===== config.mk =====
export PLATFORM = sky130hd
export DESIGN_NAME = atm_session_ctrl
export DESIGN_NICKNAME = d
export VERILOG_FILES = /design/src/rtl/atm_session_ctrl.sv
export SDC_FILE = /design/constraint.sdc
export NUM_CORES = 1
export LEC_CHECK = 0
export CORE_ASPECT_RATIO = 0.6
export CORE_MARGIN = 5
export CORE_UTILIZATION = 51
export CTS_CLUSTER_DIAMETER = 50
export CTS_CLUSTER_SIZE = 40
export DETAILED_ROUTE_END_ITERATION = 6
export PLACE_DENSITY = 0.8
export SLEW_MARGIN = 15
export SYNTH_ARGS = -nofsm -noshare
export SYNTH_HDL_FRONTEND = slang
export SYNTH_SLANG_ARGS = --single-unit

===== constraint.sdc =====
create_clock -name clk -period 3.7 [get_ports clk]
set_input_delay 0.37 -clock clk [delete_from_list [all_inputs] [get_ports clk]]
set_output_delay 0.37 -clock clk [all_outputs]
set_load 0.03 [all_outputs]

===== src/rtl/atm_session_ctrl.sv =====
// Keypad-driven session controller for the ATM core: assembles digits into requests, sequences them, and applies failed-attempt lockout.
// Optional idle-session timeout is compiled in with `define ATM_SESSION_TIMEOUT_EN.
module atm_session_ctrl #(
  parameter int RESP_WAIT      = 4,
  parameter int MAX_TRIES      = 3,
  parameter int TIMEOUT_CYCLES = 1000
) (
  input  logic        clk,
  input  logic        rst,
  input  logic        key_valid,
  input  logic [3:0]  key_code,
  input  logic        language_sel,
  input  logic        success,
  input  logic [15:0] balance,
  output logic [2:0]  operation,
  output logic [3:0]  acc_num,
  output logic [15:0] pin,
  output logic [15:0] amount,
  output logic [15:0] Newpin,
  output logic        language,
  output logic        req_valid,
  output logic        result_valid,
  output logic        result_ok,
  output logic [15:0] result_balance,
  output logic        locked,
  output logic [3:0]  state_o
);

  typedef enum logic [3:0] {
    S_IDLE   = 4'd0,
    S_ACC    = 4'd1,
    S_PIN    = 4'd2,
    S_MENU   = 4'd3,
    S_AMT    = 4'd4,
    S_NEWPIN = 4'd5,
    S_ISSUE  = 4'd6,
    S_RESULT = 4'd7,
    S_LOCK   = 4'd8
  } state_t;

  localparam int WW = (RESP_WAIT > 1) ? $clog2(RESP_WAIT) : 1;
  localparam logic [WW-1:0] WAIT_LAST = WW'(RESP_WAIT - 1);
  localparam int FW = $clog2(MAX_TRIES + 1);
  localparam logic [FW-1:0] TRIES_MAX = FW'(MAX_TRIES);

  state_t        r_state, r_state_next;
  logic [3:0]    r_acc, r_acc_next;
  logic [15:0]   r_pin, r_pin_next;
  logic [15:0]   r_newpin, r_newpin_next;
  logic [15:0]   r_amount, r_amount_next;
  logic [2:0]    r_op, r_op_next;
  logic          r_lang, r_lang_next;
  logic [2:0]    r_dcnt, r_dcnt_next;
  logic [FW-1:0] r_fail, r_fail_next;
  logic          r_locked, r_locked_next;
  logic [WW-1:0] r_wait, r_wait_next;
  logic          r_res_ok, r_res_ok_next;
  logic [15:0]   r_res_bal, r_res_bal_next;

  logic          w_digit, w_enter, w_cancel, w_clear;
  logic          w_entry_state, w_abort, w_timeout;
  logic          w_room;
  logic [15:0]   w_amount_x10;
  logic [FW-1:0] w_fail_inc;

  // Places digit n (0 = first) into its BCD nibble, most significant first.
  function automatic logic [15:0] put_bcd(input logic [15:0] v, input logic [2:0] n,
                                          input logic [3:0] d);
    logic [15:0] r;
    r = v;
    case (n)
      3'd0:    r[15:12] = d;
      3'd1:    r[11:8]  = d;
      3'd2:    r[7:4]   = d;
      3'd3:    r[3:0]   = d;
      default: r = v;
    endcase
    return r;
  endfunction

  assign w_digit  = key_valid && (key_code <= 4'd9);
  assign w_enter  = key_valid && (key_code == 4'hA);
  assign w_cancel = key_valid && (key_code == 4'hB);
  assign w_clear  = key_valid && (key_code == 4'hC);
  assign w_room   = (r_dcnt < 3'd4);

  assign w_amount_x10 = (r_amount << 3) + (r_amount << 1) + {12'd0, key_code};
  assign w_fail_inc   = r_fail + FW'(1);

  assign w_entry_state = (r_state == S_IDLE) || (r_state == S_ACC) || (r_state == S_PIN) ||
                         (r_state == S_MENU) || (r_state == S_AMT) || (r_state == S_NEWPIN);
  assign w_abort = (w_cancel && w_entry_state) || w_timeout;

`ifdef ATM_SESSION_TIMEOUT_EN
  localparam int TW = $clog2(TIMEOUT_CYCLES + 1);
  localparam logic [TW-1:0] T_LAST = TW'(TIMEOUT_CYCLES - 1);

  logic [TW-1:0] r_tcnt, r_tcnt_next;
  logic          w_timed;

  assign w_timed   = w_entry_state && (r_state != S_IDLE);
  assign w_timeout = w_timed && !key_valid && (r_tcnt == T_LAST);

  // Restarts on every key and every state change; idles at zero outside entry states.
  always_comb begin
    r_tcnt_next = '0;
    if (w_timed && !key_valid && (r_state_next == r_state))
      r_tcnt_next = r_tcnt + TW'(1);
  end

  always_ff @(posedge clk or posedge rst) begin
    if (rst) r_tcnt <= '0;
    else     r_tcnt <= r_tcnt_next;
  end
`else
  // Constant false; keeps the parameter referenced when sessions never expire.
  assign w_timeout = (TIMEOUT_CYCLES < 0);
`endif

  always_comb begin
    r_state_next   = r_state;
    r_acc_next     = r_acc;
    r_pin_next     = r_pin;
    r_newpin_next  = r_newpin;
    r_amount_next  = r_amount;
    r_op_next      = r_op;
    r_lang_next    = r_lang;
    r_dcnt_next    = r_dcnt;
    r_fail_next    = r_fail;
    r_locked_next  = r_locked;
    r_wait_next    = '0;
    r_res_ok_next  = r_res_ok;
    r_res_bal_next = r_res_bal;

    case (r_state)
      S_IDLE: begin
        if (w_digit) begin
          r_acc_next   = key_code;
          r_lang_next  = language_sel;
          r_state_next = S_ACC;
        end
      end
      S_ACC: begin
        if (w_digit) r_acc_next = key_code;
        else if (w_clear) begin
          r_acc_next  = '0;
          r_dcnt_next = '0;
        end else if (w_enter) begin
          r_dcnt_next  = '0;
          r_state_next = S_PIN;
        end
      end
      S_PIN: begin
        if (w_digit && w_room) begin
          r_pin_next  = put_bcd(r_pin, r_dcnt, key_code);
          r_dcnt_next = r_dcnt + 3'd1;
        end else if (w_clear) begin
          r_pin_next  = '0;
          r_dcnt_next = '0;
        end else if (w_enter && (r_dcnt == 3'd4)) begin
          r_state_next = S_MENU;
        end
      end
      S_MENU: begin
        if (w_digit && (key_code >= 4'd1) && (key_code <= 4'd4)) begin
          r_op_next = key_code[2:0];
        end else if (w_enter && (r_op != 3'd0)) begin
          r_dcnt_next = '0;
          case (r_op)
            3'd1: r_state_next = S_ISSUE;
            3'd4: begin
              r_newpin_next = '0;
              r_state_next  = S_NEWPIN;
            end
            default: begin
              r_amount_next = '0;
              r_state_next  = S_AMT;
            end
          endcase
        end
      end
      S_AMT: begin
        if (w_digit && w_room) begin
          r_amount_next = w_amount_x10;
          r_dcnt_next   = r_dcnt + 3'd1;
        end else if (w_clear) begin
          r_amount_next = '0;
          r_dcnt_next   = '0;
        end else if (w_enter && (r_amount != 16'd0)) begin
          r_state_next = S_ISSUE;
        end
      end
      S_NEWPIN: begin
        if (w_digit && w_room) begin
          r_newpin_next = put_bcd(r_newpin, r_dcnt, key_code);
          r_dcnt_next   = r_dcnt + 3'd1;
        end else if (w_clear) begin
          r_newpin_next = '0;
          r_dcnt_next   = '0;
        end else if (w_enter && (r_dcnt == 3'd4)) begin
          r_state_next = S_ISSUE;
        end
      end
      S_ISSUE: begin
        // Response is sampled on the last hold cycle; keys are dropped throughout.
        if (r_wait == WAIT_LAST) begin
          r_res_ok_next  = success;
          r_res_bal_next = balance;
          r_state_next   = S_RESULT;
        end else begin
          r_wait_next = r_wait + WW'(1);
        end
      end
      S_RESULT: begin
        if (r_res_ok) begin
          r_fail_next  = '0;
          r_op_next    = 3'd0;
          r_state_next = S_MENU;
          if (r_op == 3'd4) r_pin_next = r_newpin;
        end else begin
          r_fail_next = w_fail_inc;
          if (w_fail_inc == TRIES_MAX) begin
            r_locked_next = 1'b1;
            r_state_next  = S_LOCK;
          end else begin
            r_state_next = S_MENU;
          end
        end
      end
      S_LOCK:  r_state_next = S_LOCK;
      default: r_state_next = S_IDLE;
    endcase

    // Session abort wipes the request but leaves the fail history intact.
    if (w_abort) begin
      r_state_next  = S_IDLE;
      r_acc_next    = '0;
      r_pin_next    = '0;
      r_newpin_next = '0;
      r_amount_next = '0;
      r_op_next     = 3'd0;
      r_lang_next   = 1'b0;
      r_dcnt_next   = '0;
    end
  end

  always_ff @(posedge clk or posedge rst) begin
    if (rst) begin
      r_state   <= S_IDLE;
      r_acc     <= '0;
      r_pin     <= '0;
      r_newpin  <= '0;
      r_amount  <= '0;
      r_op      <= '0;
      r_lang    <= 1'b0;
      r_dcnt    <= '0;
      r_fail    <= '0;
      r_locked  <= 1'b0;
      r_wait    <= '0;
      r_res_ok  <= 1'b0;
      r_res_bal <= '0;
    end else begin
      r_state   <= r_state_next;
      r_acc     <= r_acc_next;
      r_pin     <= r_pin_next;
      r_newpin  <= r_newpin_next;
      r_amount  <= r_amount_next;
      r_op      <= r_op_next;
      r_lang    <= r_lang_next;
      r_dcnt    <= r_dcnt_next;
      r_fail    <= r_fail_next;
      r_locked  <= r_locked_next;
      r_wait    <= r_wait_next;
      r_res_ok  <= r_res_ok_next;
      r_res_bal <= r_res_bal_next;
    end
  end

  assign operation      = r_op;
  assign acc_num        = r_acc;
  assign pin            = r_pin;
  assign amount         = r_amount;
  assign Newpin         = r_newpin;
  assign language       = r_lang;
  assign req_valid      = (r_state == S_ISSUE);
  assign result_valid   = (r_state == S_RESULT);
  assign result_ok      = r_res_ok;
  assign result_balance = r_res_bal;
  assign locked         = r_locked;
  assign state_o        = r_state;

endmodule


**Word level (Yosys, flattened, before mapping)**

Cells that the tools add are included.

- Add/subtract/negate cells: 5
- $mul: 0
- Div/mod/pow operators: 0
- Order comparisons: 4
- Equal/unequal tests: 54
- Shifts and indexed selects: 0
- Muxes and demuxes: 66
- Bitwise logic cells: 1
- Reduce and logical (&&, ||, !) cells: 46

Operator list:

| cell | number |
|---|---|
| two-way mux 16 bit | 14 |
| two-way mux 4 bit | 27 |
| case mux 16 bit (2 select lines) | 3 |
| inequality test 4 x 3 -> 1 bit, second input constant | 11 |
| inequality test 3 bit, second input constant | 12 |
| case mux 4 bit (9 select lines) | 1 |
| two-way mux 3 bit | 11 |
| AND reduction 6 bit | 5 |
| AND reduction 5 bit | 5 |
| inequality test 3 x 2 -> 1 bit, second input constant | 6 |
| nonzero test 3 bit | 6 |
| adder 16 bit | 1 |
| adder 16 x 4 -> 16 bit | 1 |
| == test 4 x 3 -> 1 bit, second input constant | 4 |
| == test 4 bit, second input constant | 4 |
| AND reduction 16 bit | 1 |
| nonzero test 16 bit | 1 |
| logical AND 1 bit | 11 |
| inequality test 3 x 1 -> 1 bit, second input constant | 3 |
| case mux 3 bit (3 select lines) | 1 |
| AND reduction 3 bit | 3 |
| == test 4 x 2 -> 1 bit, second input constant | 2 |
| inequality test 4 bit, second input constant | 2 |
| case mux 4 bit (2 select lines) | 1 |
| other kinds (25) | 40 |

- Flip-flop bits (word level): 85
- Bits in latches: 0
- Memory bits (writable): 0
- Memory bits (read-only): 0
- Input port bits: 25
- Output and inout bits: 80
- Logic and storage cells: 195
- Memories kept: 0

**Longest topological paths before layout**

Gate-level depths: netlist of run 1.

- Word-level depth: 9
- Depth in mapped cells: 11
- Gate-level depth less buffers: 10

**Least setup slack after synthesis of run 1**

No wires, ideal clock.

- Path type: reg-to-reg
- Start: register r_amount[0], in the netlist amount[0]
- End: register r_amount[15], in the netlist amount[15]
- Setup time: 0.131 ns
- Arrival time: 2.706 ns
- Slack: 0.862 ns
- Cell stages (with the launch flop): 11
- Buffers on the path: 0
- Clock period less this slack: 2.838 ns
- Cells stage by stage: dfrtp_1 > inv_1 > fa_1 > inv_1 > ha_1 > a21oi_1 > o2111ai_1 > o311ai_0 > a21boi_0 > o2111ai_1 > nand3_1

- Longest elaborated chain between the ends: 5

RTL lines:

| item | RTL line | text |
|---|---|---|
| from (decl) | 50 | `logic [15:0] r_amount, r_amount_next;` |
| from (signal assigned) | 267 | `r_amount <= r_amount_next;` |
| adder 16 bit | 87 | `assign w_amount_x10 = (r_amount << 3) + (r_amount << 1) + {12'd0, key_code};` |
| adder 16 x 4 -> 16 bit | 87 |  |
| two-way mux 16 bit | 183 | `if (w_digit && w_room) begin` |
| case mux 16 bit (2 select lines) | 135 | `case (r_state)` |
| two-way mux 16 bit | 235 | `if (w_abort) begin` |

No other way between the ends.
A chain may end at the register's enable or synchronous reset.

**Final worst setup path of run 1**

- Start: input key_code[3]
- End: register r_amount[15], in the netlist amount[15]

- Longest elaborated chain between the ends: 6
- Elaborated cells between the ends (all ways): 25
- Classes of those cells: add/sub (1); order compare (3); eq/ne (7); mux (3); reduce/logical (11)

RTL lines:

| item | RTL line | text |
|---|---|---|
| from (decl) | 11 | `input logic [3:0] key_code,` |
| parallel branches: the longest is 6 deep, another holds adder 16 x 4 -> 16 bit | n/a |  |

Parallel ways; which one is timed is not known.

==> summary.txt, run 1 <==
Floorplan
  – DIE AREA: 0.0117 mm^2
  – Top Ports: 105
  – Initial core utilization: 52.6%
  – Core Rows: 27
  – Core area: 0.00926 mm^2
  – Die Ht: 85.7 um
  – Die width: 136 um

Power and ir drop
  – Maximum VDD drop: 0.000400 V
  – LEAKAGE: 0.00291 uW
  – Pwr Total: 4560 uW
  – Power Dens Cells: 713 mW/mm^2

Run
  – Maxcap violations: 0

Clock network
  – Hold buffer count at CTS: 0
  – H-tree depth: 3
  – Sink Count: 85
  – CTS Buffer Depth: 2
  – Clk slew on worst S/H paths: 0.06 ns
  – CTS root buffer: clkbuf_16
  – Post-CTS Resized: 0
  – Worst-skew pair later-pin latency: 0.35 ns
  – Cts bufs inserted: 9
  – TritonCTS clock tree: done
  – Setup repair bufs after CTS: 0

STA
  – Worst-margin pin slew: 0.942 ns
  – Slew margin rel.: 37.2%
  – Final Skew: 0.00871 ns
  – Unrepaired setup endpoints after global routing: false
  – Minimum clock period: 3.19 ns
  – Final setup violation count: 0
  – TNS Setup: 0 ns
  – Max-slew violations: 0
  – FMAX: 314 MHz
  – Final Hold Viols: 0
  – Period utilization: 86.2%

Synthesis
  – Cell with the most instances after synthesis: dfrtp_1
  – Syn_nets: 532
  – Syn Inst Count: 472
  – Ys flop type: dfrtp_1
  – Post-synth top area share: 43.7%
  – Yosys cell types: 64
  – Async SR Flop Fraction: 100%
  – Synth Register Bits: 85
  – Area of the mapped netlist: 0.00487 mm^2
  – Register area share after synthesis: 43.7%
  – Post-synth EDFFs: 0
  – Post-synth top cells: dfrtp_1, ha_1, a21oi_1, o21ai_0, nand2_1
  – Syn_area_per_cell: 10.3 um^2
  – Dominant cells by area after synthesis: dfrtp_1, ha_1, mux2_2
  – Yosys top cell by area: dfrtp_1
  – Ys Warns: 0

GRT
  – GRT Overall Usage: 24.7%
  – Vias in the first global route: 4326
  – Largest net degree at the start of global routing: 46
  – Global-route wire length before repair: 22700 um
  – Initial antenna violation count: 0
  – Total grt overflow: 0

Layout
  – Antenna cells: 0
  – Multi-input logic area: 0.00255 mm^2
  – Filler cell count: 717
  – Finished Layout Cells: 714
  – Storage cell area: 0.00213 mm^2
  – Post-layout nets: 639
  – Area grow syn2layout: 31.4%
  – Layout cells sized above 1: 10.6%

Routing
  – Post-DRT Antenna Nets: 0
  – Routed via count: 4409
  – Post-Route WL: 14000 um
  – Via-per-instance ratio: 6.18
  – DR WL/cell: 19.6 um
  – Final routed DRC violation total: 0
  – Starting DRT DRC Count: 416
  – Pre-Repair DR Iteration Count: 5

Place
  – Port Buffer Count: 104
  – DP Cell Count: 698
  – GP Congestion: 0.928
  – DP HPWL: 10400 um

Setup path
  – CP arrival: 3.41 ns
  – Flop2flop setup slack: 0.59 ns
  – CP endpoint kind: flip-flop
  – End point of the critical path: amount[15]$_DFFE_PP0P_
  – FF-to-FF End: amount[15]$_DFFE_PP0P_
  – Crit path kind: in2reg
  – Largest fanout on the critical path: 3
  – Critical path startpoint: key_code[3]
  – CP startpoint kind: input pin
  – WP data required: 3.92 ns
  – Reg2reg start: amount[0]$_DFFE_PP0P_
  – R2r worst-path depth: 10

Min path
  – Hold WC Path Type: reg2reg

Status
  – Outcome: complete, no violations
through the flow:
stage                     worst slack, ns  hold WS, ns  cell area, um^2  util, %
after floorplan                     0.862        0.414             4870        -
after global placement              0.361        0.424             6080     65.7
after detailed placement            0.200        0.432             6080     65.7
after CTS                           0.556        0.441             6400     69.1
after global routing                0.282        0.455             6400     69.1
final                               0.512        0.437             6400     69.1
cell families after synthesis:
logic type	count (synthesis)	share of synthesized area [%]
XOR/XNOR	9	1.62
AND/OR/NAND/NOR	113	12.5
flip-flops	85	43.7
buffers and inverters	46	3.91
AO/OA/AOI/OAI	157	23.0
multiplexers	27	6.07
adder cells (fa/ha/maj)	35	9.30
cell type report:
| class | count | area share, % |
|---|---|---|
| timing repair buffer | 119 | 18.0 |
| clock inverter | 6 | 1.35 |
| clock buffer | 10 | 3.58 |
| tap | 130 | 2.54 |
| inverter | 23 | 1.37 |
| multi-input combinational | 341 | 39.9 |
| sequential | 85 | 33.2 |
power breakdown:
part,switching [uW],leakage (uW),internal [uW]
registers,232,0.00109,1150
clock network,380,0.000153,592
logic,1300,0.00167,906
total,1910,0.00291,2650
worst max-delay path, cell delays in order:
cell             delay [ns]
clkdlybuf4s50_1        0.48
inv_1                  0.08
fa_1                   0.59
inv_1                  0.06
ha_1                   0.28
a21oi_1                0.25
o2111ai_1              0.25
o311ai_0               0.47
a21boi_0               0.26
o2111ai_1              0.23
nand3_1                0.09
worst min path at each step:
stage | startpoint | end | cells past startpoint
final | r_wait[0]$_DFF_PP0_ | r_wait[0]$_DFF_PP0_ | 1
after global routing | r_wait[0]$_DFF_PP0_ | r_wait[0]$_DFF_PP0_ | 1
after CTS | r_wait[0]$_DFF_PP0_ | r_wait[0]$_DFF_PP0_ | 1
after detailed placement | r_wait[0]$_DFF_PP0_ | r_wait[0]$_DFF_PP0_ | 1
after global placement | r_wait[0]$_DFF_PP0_ | r_wait[0]$_DFF_PP0_ | 1
after floorplan | r_wait[0]$_DFF_PP0_ | r_wait[0]$_DFF_PP0_ | 1
placed cells by master, fill, tap and decap left out, drive strengths merged, types with 5 or more instances in the layout:
master,n
nor2,24
a211oi,6
a21oi,31
clkbuf,10
a32o,19
clkdlybuf4s50,104
a2bb2oi,8
nand3,10
nor3,8
nor3b,5
mux2i,7
nand4,5
inv,23
dfrtp,85
ha,33
xor2,6
mux2,20
buf,15
nor4,5
o211ai,5
a21o,11
nand2,30
o21ai,32
a22o,7
routing by layer:
| layer | wire length (um) | up-vias | global-route usage [%] |
|---|---|---|---|
| met3 | 1410 | 24 | 6.62 |
| met4 | 210 | 0 | 6.86 |
| met5 | 0 | - | 0 |
| met2 | 5790 | 232 | 35.0 |
| met1 | 6590 | 2161 | 37.0 |
| li1 | - | 1992 | - |
flip-flops by register name, summed over array words and instances (netlist names):
register and count:
Newpin 16, acc_num 4, amount 16, language 1
locked 1, operation 3, pin 16, r_dcnt 3
r_fail 2, r_wait 2, result_balance 16, result_ok 1
state_o 4
(Power assumes the default switching activity.)
==> run 2: changes to the inputs <==
CORE_MARGIN = 8   (was 5)
TNS_END_PERCENT = 5   (was not set)
==> run 2 against run 1 <==
Power is 0.63% lower; die area up 12%; worst setup slack lost 0.014 ns; cell count did not move; register-to-register slack barely moved; highest routed layer unchanged; sequential cell count is the same; combinational power about the same; largest cell class unchanged; fmax is 0.45% lower; clock skew fell by 0.0022 ns; clock-buffer cell count rose by 1; sequential share of layout area is essentially flat; critical path depth unchanged; critical path type unchanged.
==> summary.txt, run 2 (synthesized netlist as in run 1, its figures left out) <==
Routing
  – DR WL/cell: 19.5 um (was 19.6 um)
  – Post-Route WL: 13900 um (was 14000 um)
  – Met2 wire length: 5920 um (was 5790 um)
  – Post-DRT Antenna Nets: 0 (unchanged)
  – Routed length on met3: 1490 um (was 1410 um)
  – Routed via count: 4323 (was 4409)
  – Starting DRT DRC Count: 362 (was 416)
  – Met1 WL: 6390 um (was 6590 um)
  – Final routed DRC violation total: 0 (unchanged)
  – Pre-Repair DR Iteration Count: 6 (was 5)
  – Via-per-instance ratio: 6.05 (was 6.18)
  – DR top layer: met4 (unchanged)

STA
  – Max-slew violations: 0 (unchanged)
  – Period utilization: 86.6% (was 86.2%)
  – Worst-margin pin slew: 0.934 ns (was 0.942 ns)
  – Unrepaired setup endpoints after global routing: false (unchanged)
  – TNS Setup: 0 ns (unchanged)
  – Minimum clock period: 3.20 ns (was 3.19 ns)
  – Final Skew: 0.00651 ns (was 0.00871 ns)
  – FMAX: 312 MHz (was 314 MHz)
  – Hold slack: 0.434 ns (was 0.437 ns)
  – Slew margin rel.: 37.7% (was 37.2%)
  – Final Hold Viols: 0 (unchanged)
  – Final setup violation count: 0 (unchanged)

Floorplan
  – Core Rows: 27 (unchanged)
  – DIE AREA: 0.0130 mm^2 (was 0.0117 mm^2)
  – Initial core utilization: 52.8% (was 52.6%)
  – Die Ht: 91.7 um (was 85.7 um)
  – Die width: 142 um (was 136 um)
  – Top Ports: 105 (unchanged)
  – Core area: 0.00922 mm^2 (was 0.00926 mm^2)

Power and ir drop
  – Power Dens Cells: 708 mW/mm^2 (was 713 mW/mm^2)
  – Maximum VDD drop: 0.000448 V (was 0.000400 V)
  – LEAKAGE: 0.00291 uW (about the same)

Layout
  – Layout cells sized above 1: 10.4% (was 10.6%)
  – Multi-input logic area: 0.00255 mm^2 (unchanged)
  – Commonest non-fill, non-tap cells in the layout: clkdlybuf4s50_1, dfrtp_1, ha_1, a21oi_1, o21ai_0 (unchanged)
  – Antenna cells: 0 (unchanged)
  – Storage cell area: 0.00213 mm^2 (unchanged)
  – Filler cell count: 699 (was 717)
  – Post-layout nets: 639 (unchanged)
  – Commonest non-fill, non-tap cell in the layout: clkdlybuf4s50_1 (unchanged)
  – Area grow syn2layout: 31.5% (was 31.4%)

Setup path
  – CP endpoint kind: flip-flop (unchanged)
  – Largest fanout on the critical path: 3 (unchanged)
  – CP startpoint kind: input pin (unchanged)
  – WP data required: 3.91 ns (was 3.92 ns)
  – CP arrival: 3.41 ns (about the same)
  – Crit path kind: in2reg (unchanged)

GRT
  – Total grt overflow: 0 (unchanged)
  – Initial antenna violation count: 0 (unchanged)
  – Vias in the first global route: 4262 (was 4326)
  – GRT Overall Usage: 21.3% (was 24.7%)
  – Largest net degree at the start of global routing: 86 (was 46)
  – Global-route wire length before repair: 22500 um (was 22700 um)

Clock network
  – Cts bufs inserted: 9 (unchanged)
  – Hold buffer count at CTS: 0 (unchanged)
  – Clk slew on worst S/H paths: 0.06 ns (about the same)
  – Worst-skew pair later-pin latency: 0.34 ns (was 0.35 ns)
  – Setup repair bufs after CTS: 0 (unchanged)
  – Post-CTS Resized: 0 (unchanged)
  – TritonCTS clock tree: done (unchanged)
  – CTS Buffer Depth: 2 (unchanged)
  – CTS root buffer: clkbuf_16 (unchanged)
  – Sink Count: 85 (unchanged)
  – H-tree depth: 3 (unchanged)

Min path
  – Hold WC Path Type: reg2reg (unchanged)

Status
  – Outcome: complete, no violations (unchanged)

Place
  – Port Buffer Count: 104 (unchanged)
  – DP HPWL: 10300 um (was 10400 um)
  – GP Congestion: 0.945 (was 0.928)

Run
  – Maxcap violations: 0 (unchanged)
-- run 2: worst paths after layout --
check                                       from                             end  slack (ns)  depth (start not counted)
setup / recovery                     key_code[3]          amount[15]$_DFFE_PP0P_        0.50                         11
hold / removal               r_wait[0]$_DFF_PP0_             r_wait[0]$_DFF_PP0_        0.43                          1
setup reg to reg           amount[0]$_DFFE_PP0P_          amount[15]$_DFFE_PP0P_        0.58                         10
hold reg to reg              r_wait[0]$_DFF_PP0_             r_wait[0]$_DFF_PP0_        0.43                          1
max in group asynchronous                    rst              pin[7]$_DFFE_PP0P_        2.57                          3
min in group asynchronous                    rst  result_balance[12]$_DFFE_PP0P_        0.58                          3
-- run 2: final cells by class --
cell class,instances,share of cell area [%]
multi-input cells,341,39.8
flip-flops and latches,85,33.2
repair buffers,119,18.1
clock buffers,11,3.63
well taps,130,2.54
inverters,23,1.37
clock inverters,5,1.31
-- run 2: report_power, final --
part	switching [uW]	internal (uW)	total [uW]
Sequential	221	1150	1370
Clock	370	594	964
Combinational	1290	905	2200
-- run 2: critical path: stages --
cell	delay, ns
clkdlybuf4s50_1	0.48
inv_1	0.07
fa_1	0.60
inv_1	0.07
ha_1	0.29
a21oi_1	0.24
o2111ai_1	0.25
o311ai_0	0.46
a21boi_0	0.25
o2111ai_1	0.24
nand3_1	0.09
-- run 2: per-stage QoR --
stage | util [%] | cells | total power (uW) | cell area [um^2] | setup slack [ns]
final | 69.4 | 714 | 4530 | 6400 | 0.497
after global placement | 65.9 | 698 | 3520 | 6080 | 0.326
after global routing | 69.4 | 714 | 4790 | 6400 | 0.357
after floorplan | - | 472 | 2760 | 4870 | 0.862
after detailed placement | 65.9 | 698 | 3560 | 6080 | 0.194
after CTS | 69.4 | 714 | 4550 | 6400 | 0.535
-- run 2: layer usage --
layer / track usage (%) / vias to the layer above
met4: 5.16 / 0
met5: 0 / -
li1: - / 1995
met1: 29.6 / 2096
met3: 7.19 / 14
met2: 31.1 / 218
==> run 3: changes to the inputs <==
CORE_UTILIZATION = 38   (was 51)
PLACE_DENSITY = not set   (was 0.8)
==> run 3 against run 2 <==
Sequential share of layout area is 0.10 points lower; routed wire length up 6.2%; worst setup slack better by 0.063 ns; via count decreased by 1.2%; core utilization fell by 19 points; fmax is 2.0% higher; first-iteration DRC count is 7.7% lower; clock power down 9.8%; global-route usage shrank 3.7 points; clock skew rose by 0.00075 ns; critical path type unchanged; critical endpoint unchanged.
==> summary.txt, run 3 (synthesized netlist as in run 1, its figures left out) <==
Status
  – Outcome: complete, no violations (unchanged)

Run
  – Maxcap violations: 0 (unchanged)

Clock network
  – CTS Buffer Depth: 2 (unchanged)
  – TritonCTS clock tree: done (unchanged)
  – Sink Count: 85 (unchanged)
  – Post-CTS Resized: 0 (unchanged)
  – CTS root buffer: clkbuf_16 (unchanged)
  – Hold buffer count at CTS: 0 (unchanged)
  – Cts bufs inserted: 9 (unchanged)
  – Worst-skew pair later-pin latency: 0.35 ns (was 0.34 ns)
  – Setup repair bufs after CTS: 0 (unchanged)
  – H-tree depth: 3 (unchanged)
  – Clk slew on worst S/H paths: 0.07 ns (was 0.06 ns)

Floorplan
  – DIE AREA: 0.0168 mm^2 (was 0.0130 mm^2)
  – Die width: 162 um (was 142 um)
  – Initial core utilization: 38.4% (was 52.8%)
  – Core Rows: 32 (was 27)
  – Die Ht: 104 um (was 91.7 um)
  – Core area: 0.0127 mm^2 (was 0.00922 mm^2)
  – Top Ports: 105 (unchanged)

GRT
  – Vias in the first global route: 4212 (was 4262)
  – GRT Overall Usage: 17.6% (was 21.3%)
  – Initial antenna violation count: 0 (unchanged)
  – Total grt overflow: 0 (unchanged)
  – Global-route wire length before repair: 23800 um (was 22500 um)
  – Largest net degree at the start of global routing: 39 (was 86)

Routing
  – Final routed DRC violation total: 0 (unchanged)
  – Starting DRT DRC Count: 334 (was 362)
  – Via-per-instance ratio: 5.66 (was 6.05)
  – Pre-Repair DR Iteration Count: 6 (unchanged)
  – Routed via count: 4271 (was 4323)
  – Post-DRT Antenna Nets: 0 (unchanged)
  – Post-Route WL: 14800 um (was 13900 um)
  – DR WL/cell: 19.6 um (was 19.5 um)

Setup path
  – Crit path kind: in2reg (unchanged)
  – CP startpoint kind: input pin (unchanged)
  – Largest fanout on the critical path: 3 (unchanged)
  – Max incr delay on CP: 0.59 ns (was 0.60 ns)
  – Crit-path leading delay family: compound AO/OA/AOI/OAI gates (unchanged)
  – Critical Path, Cell by Cell: clkdlybuf4s50_1 -> inv_1 -> fa_1 -> inv_1 -> ha_1 -> a21oi_1 -> o2111ai_1 -> o311ai_0 -> a21boi_0 -> o2111ai_1 -> nand3_1 (unchanged)
  – Slowest CP cell: fa_1 (unchanged)
  – CP endpoint kind: flip-flop (unchanged)
  – WP data required: 3.92 ns (was 3.91 ns)
  – Worst path buffer plus inverter count: 3 (unchanged)
  – CP arrival: 3.36 ns (was 3.41 ns)

Layout
  – Final instance area: 0.00642 mm^2 (was 0.00640 mm^2)
  – Area grow syn2layout: 31.9% (was 31.5%)
  – Filler cell count: 1166 (was 699)
  – Storage cell area: 0.00213 mm^2 (unchanged)
  – Layout cells sized above 1: 10.9% (was 10.4%)
  – Post-layout nets: 640 (was 639)
  – Multi-input logic area: 0.00255 mm^2 (unchanged)
  – Commonest non-fill, non-tap cells in the layout: clkdlybuf4s50_1, dfrtp_1, ha_1, a21oi_1, o21ai_0 (unchanged)
  – Commonest non-fill, non-tap cell in the layout: clkdlybuf4s50_1 (unchanged)
  – Antenna cells: 0 (unchanged)

STA
  – Final setup violation count: 0 (unchanged)
  – Final worst slack: 0.560 ns (was 0.497 ns)
  – Unrepaired setup endpoints after global routing: false (unchanged)
  – Slew margin rel.: 33.7% (was 37.7%)
  – Minimum clock period: 3.14 ns (was 3.20 ns)
  – Worst-margin pin slew: 0.995 ns (was 0.934 ns)
  – Period utilization: 84.9% (was 86.6%)
  – Final Hold Viols: 0 (unchanged)
  – Max-slew violations: 0 (unchanged)
  – FMAX: 318 MHz (was 312 MHz)
  – Final Skew: 0.00726 ns (was 0.00651 ns)
  – TNS Setup: 0 ns (unchanged)

Place
  – GP Congestion: 0.907 (was 0.945)
  – Post-DP Area: 0.00614 mm^2 (was 0.00608 mm^2)
  – Port Buffer Count: 104 (unchanged)
  – DP HPWL: 11300 um (was 10300 um)
  – Pre-CTS WS: 0.228 ns (was 0.194 ns)

Power and ir drop
  – LEAKAGE: 0.00290 uW (was 0.00291 uW)
  – Power Dens Cells: 695 mW/mm^2 (was 708 mW/mm^2)
  – Maximum VDD drop: 0.000372 V (was 0.000448 V)

Min path
  – Hold WC Path Type: in2async (was reg2reg)
[run 3: cell types whose count changed in the layout (fill, tap and decap cells not counted), sizes merged]
cell	delta
clkinvlp	-1
clkbuf	-2
inv	+2
buf	+1
bufinv	-2
clkinv	+3
[run 3: layout make-up]
class / instances / area share, %
clock buffer: 9 / 3.51
clock inverter: 7 / 0.896
inverter: 23 / 1.36
multi-input combinational: 341 / 39.7
sequential: 85 / 33.1
tap: 170 / 3.31
timing repair buffer: 120 / 18.1
[run 3: where the power goes]
part	internal (uW)	leakage, uW	switching (uW)
sequential	1150	0.00109	220
combinational	908	0.00167	1320
clock	466	0.000140	405
total	2530	0.00290	1940
[run 3: final timing paths]
check / startpoint / to / slack (ns) / cells after the start
min in group clk: r_wait[0]$_DFF_PP0_ / r_wait[0]$_DFF_PP0_ / 0.44 / 1
max in group asynchronous: rst / Newpin[8]$_DFFE_PP0P_ / 2.47 / 3
hold reg to reg: r_wait[0]$_DFF_PP0_ / r_wait[0]$_DFF_PP0_ / 0.44 / 1
hold / removal: rst / result_balance[10]$_DFFE_PP0P_ / 0.43 / 2
setup / recovery: key_code[3] / amount[15]$_DFFE_PP0P_ / 0.56 / 11
setup reg to reg: amount[0]$_DFFE_PP0P_ / amount[15]$_DFFE_PP0P_ / 0.65 / 10
[run 3: worst register-to-register path, stage by stage, from the launching register on]
cell,delay [ns]
dfrtp_1,0.45
inv_1,0.09
fa_1,0.57
inv_1,0.06
ha_1,0.29
a21oi_1,0.23
o2111ai_1,0.24
o311ai_0,0.45
a21boi_0,0.23
o2111ai_1,0.22
nand3_1,0.10
[run 3: routing by layer]
metal  GRT usage (%)  vias to the layer above  share of wire [%]
met2            23.9                      175                 40
met5               0                        -                  0
met3            4.86                        6                8.6
met4            4.08                        0               0.56
met1            26.8                     2097                 51
li1                -                     1993                  -
[run 3: metrics by stage]
step	std cells	hold WS [ns]	total power (uW)	util, %
final	755	0.434	4470	50.6
after global routing	755	0.478	4740	50.6
after CTS	755	0.444	4490	50.6
after detailed placement	739	0.435	3600	48.4
after global placement	739	0.424	3580	48.4
after floorplan	472	0.414	2760	-
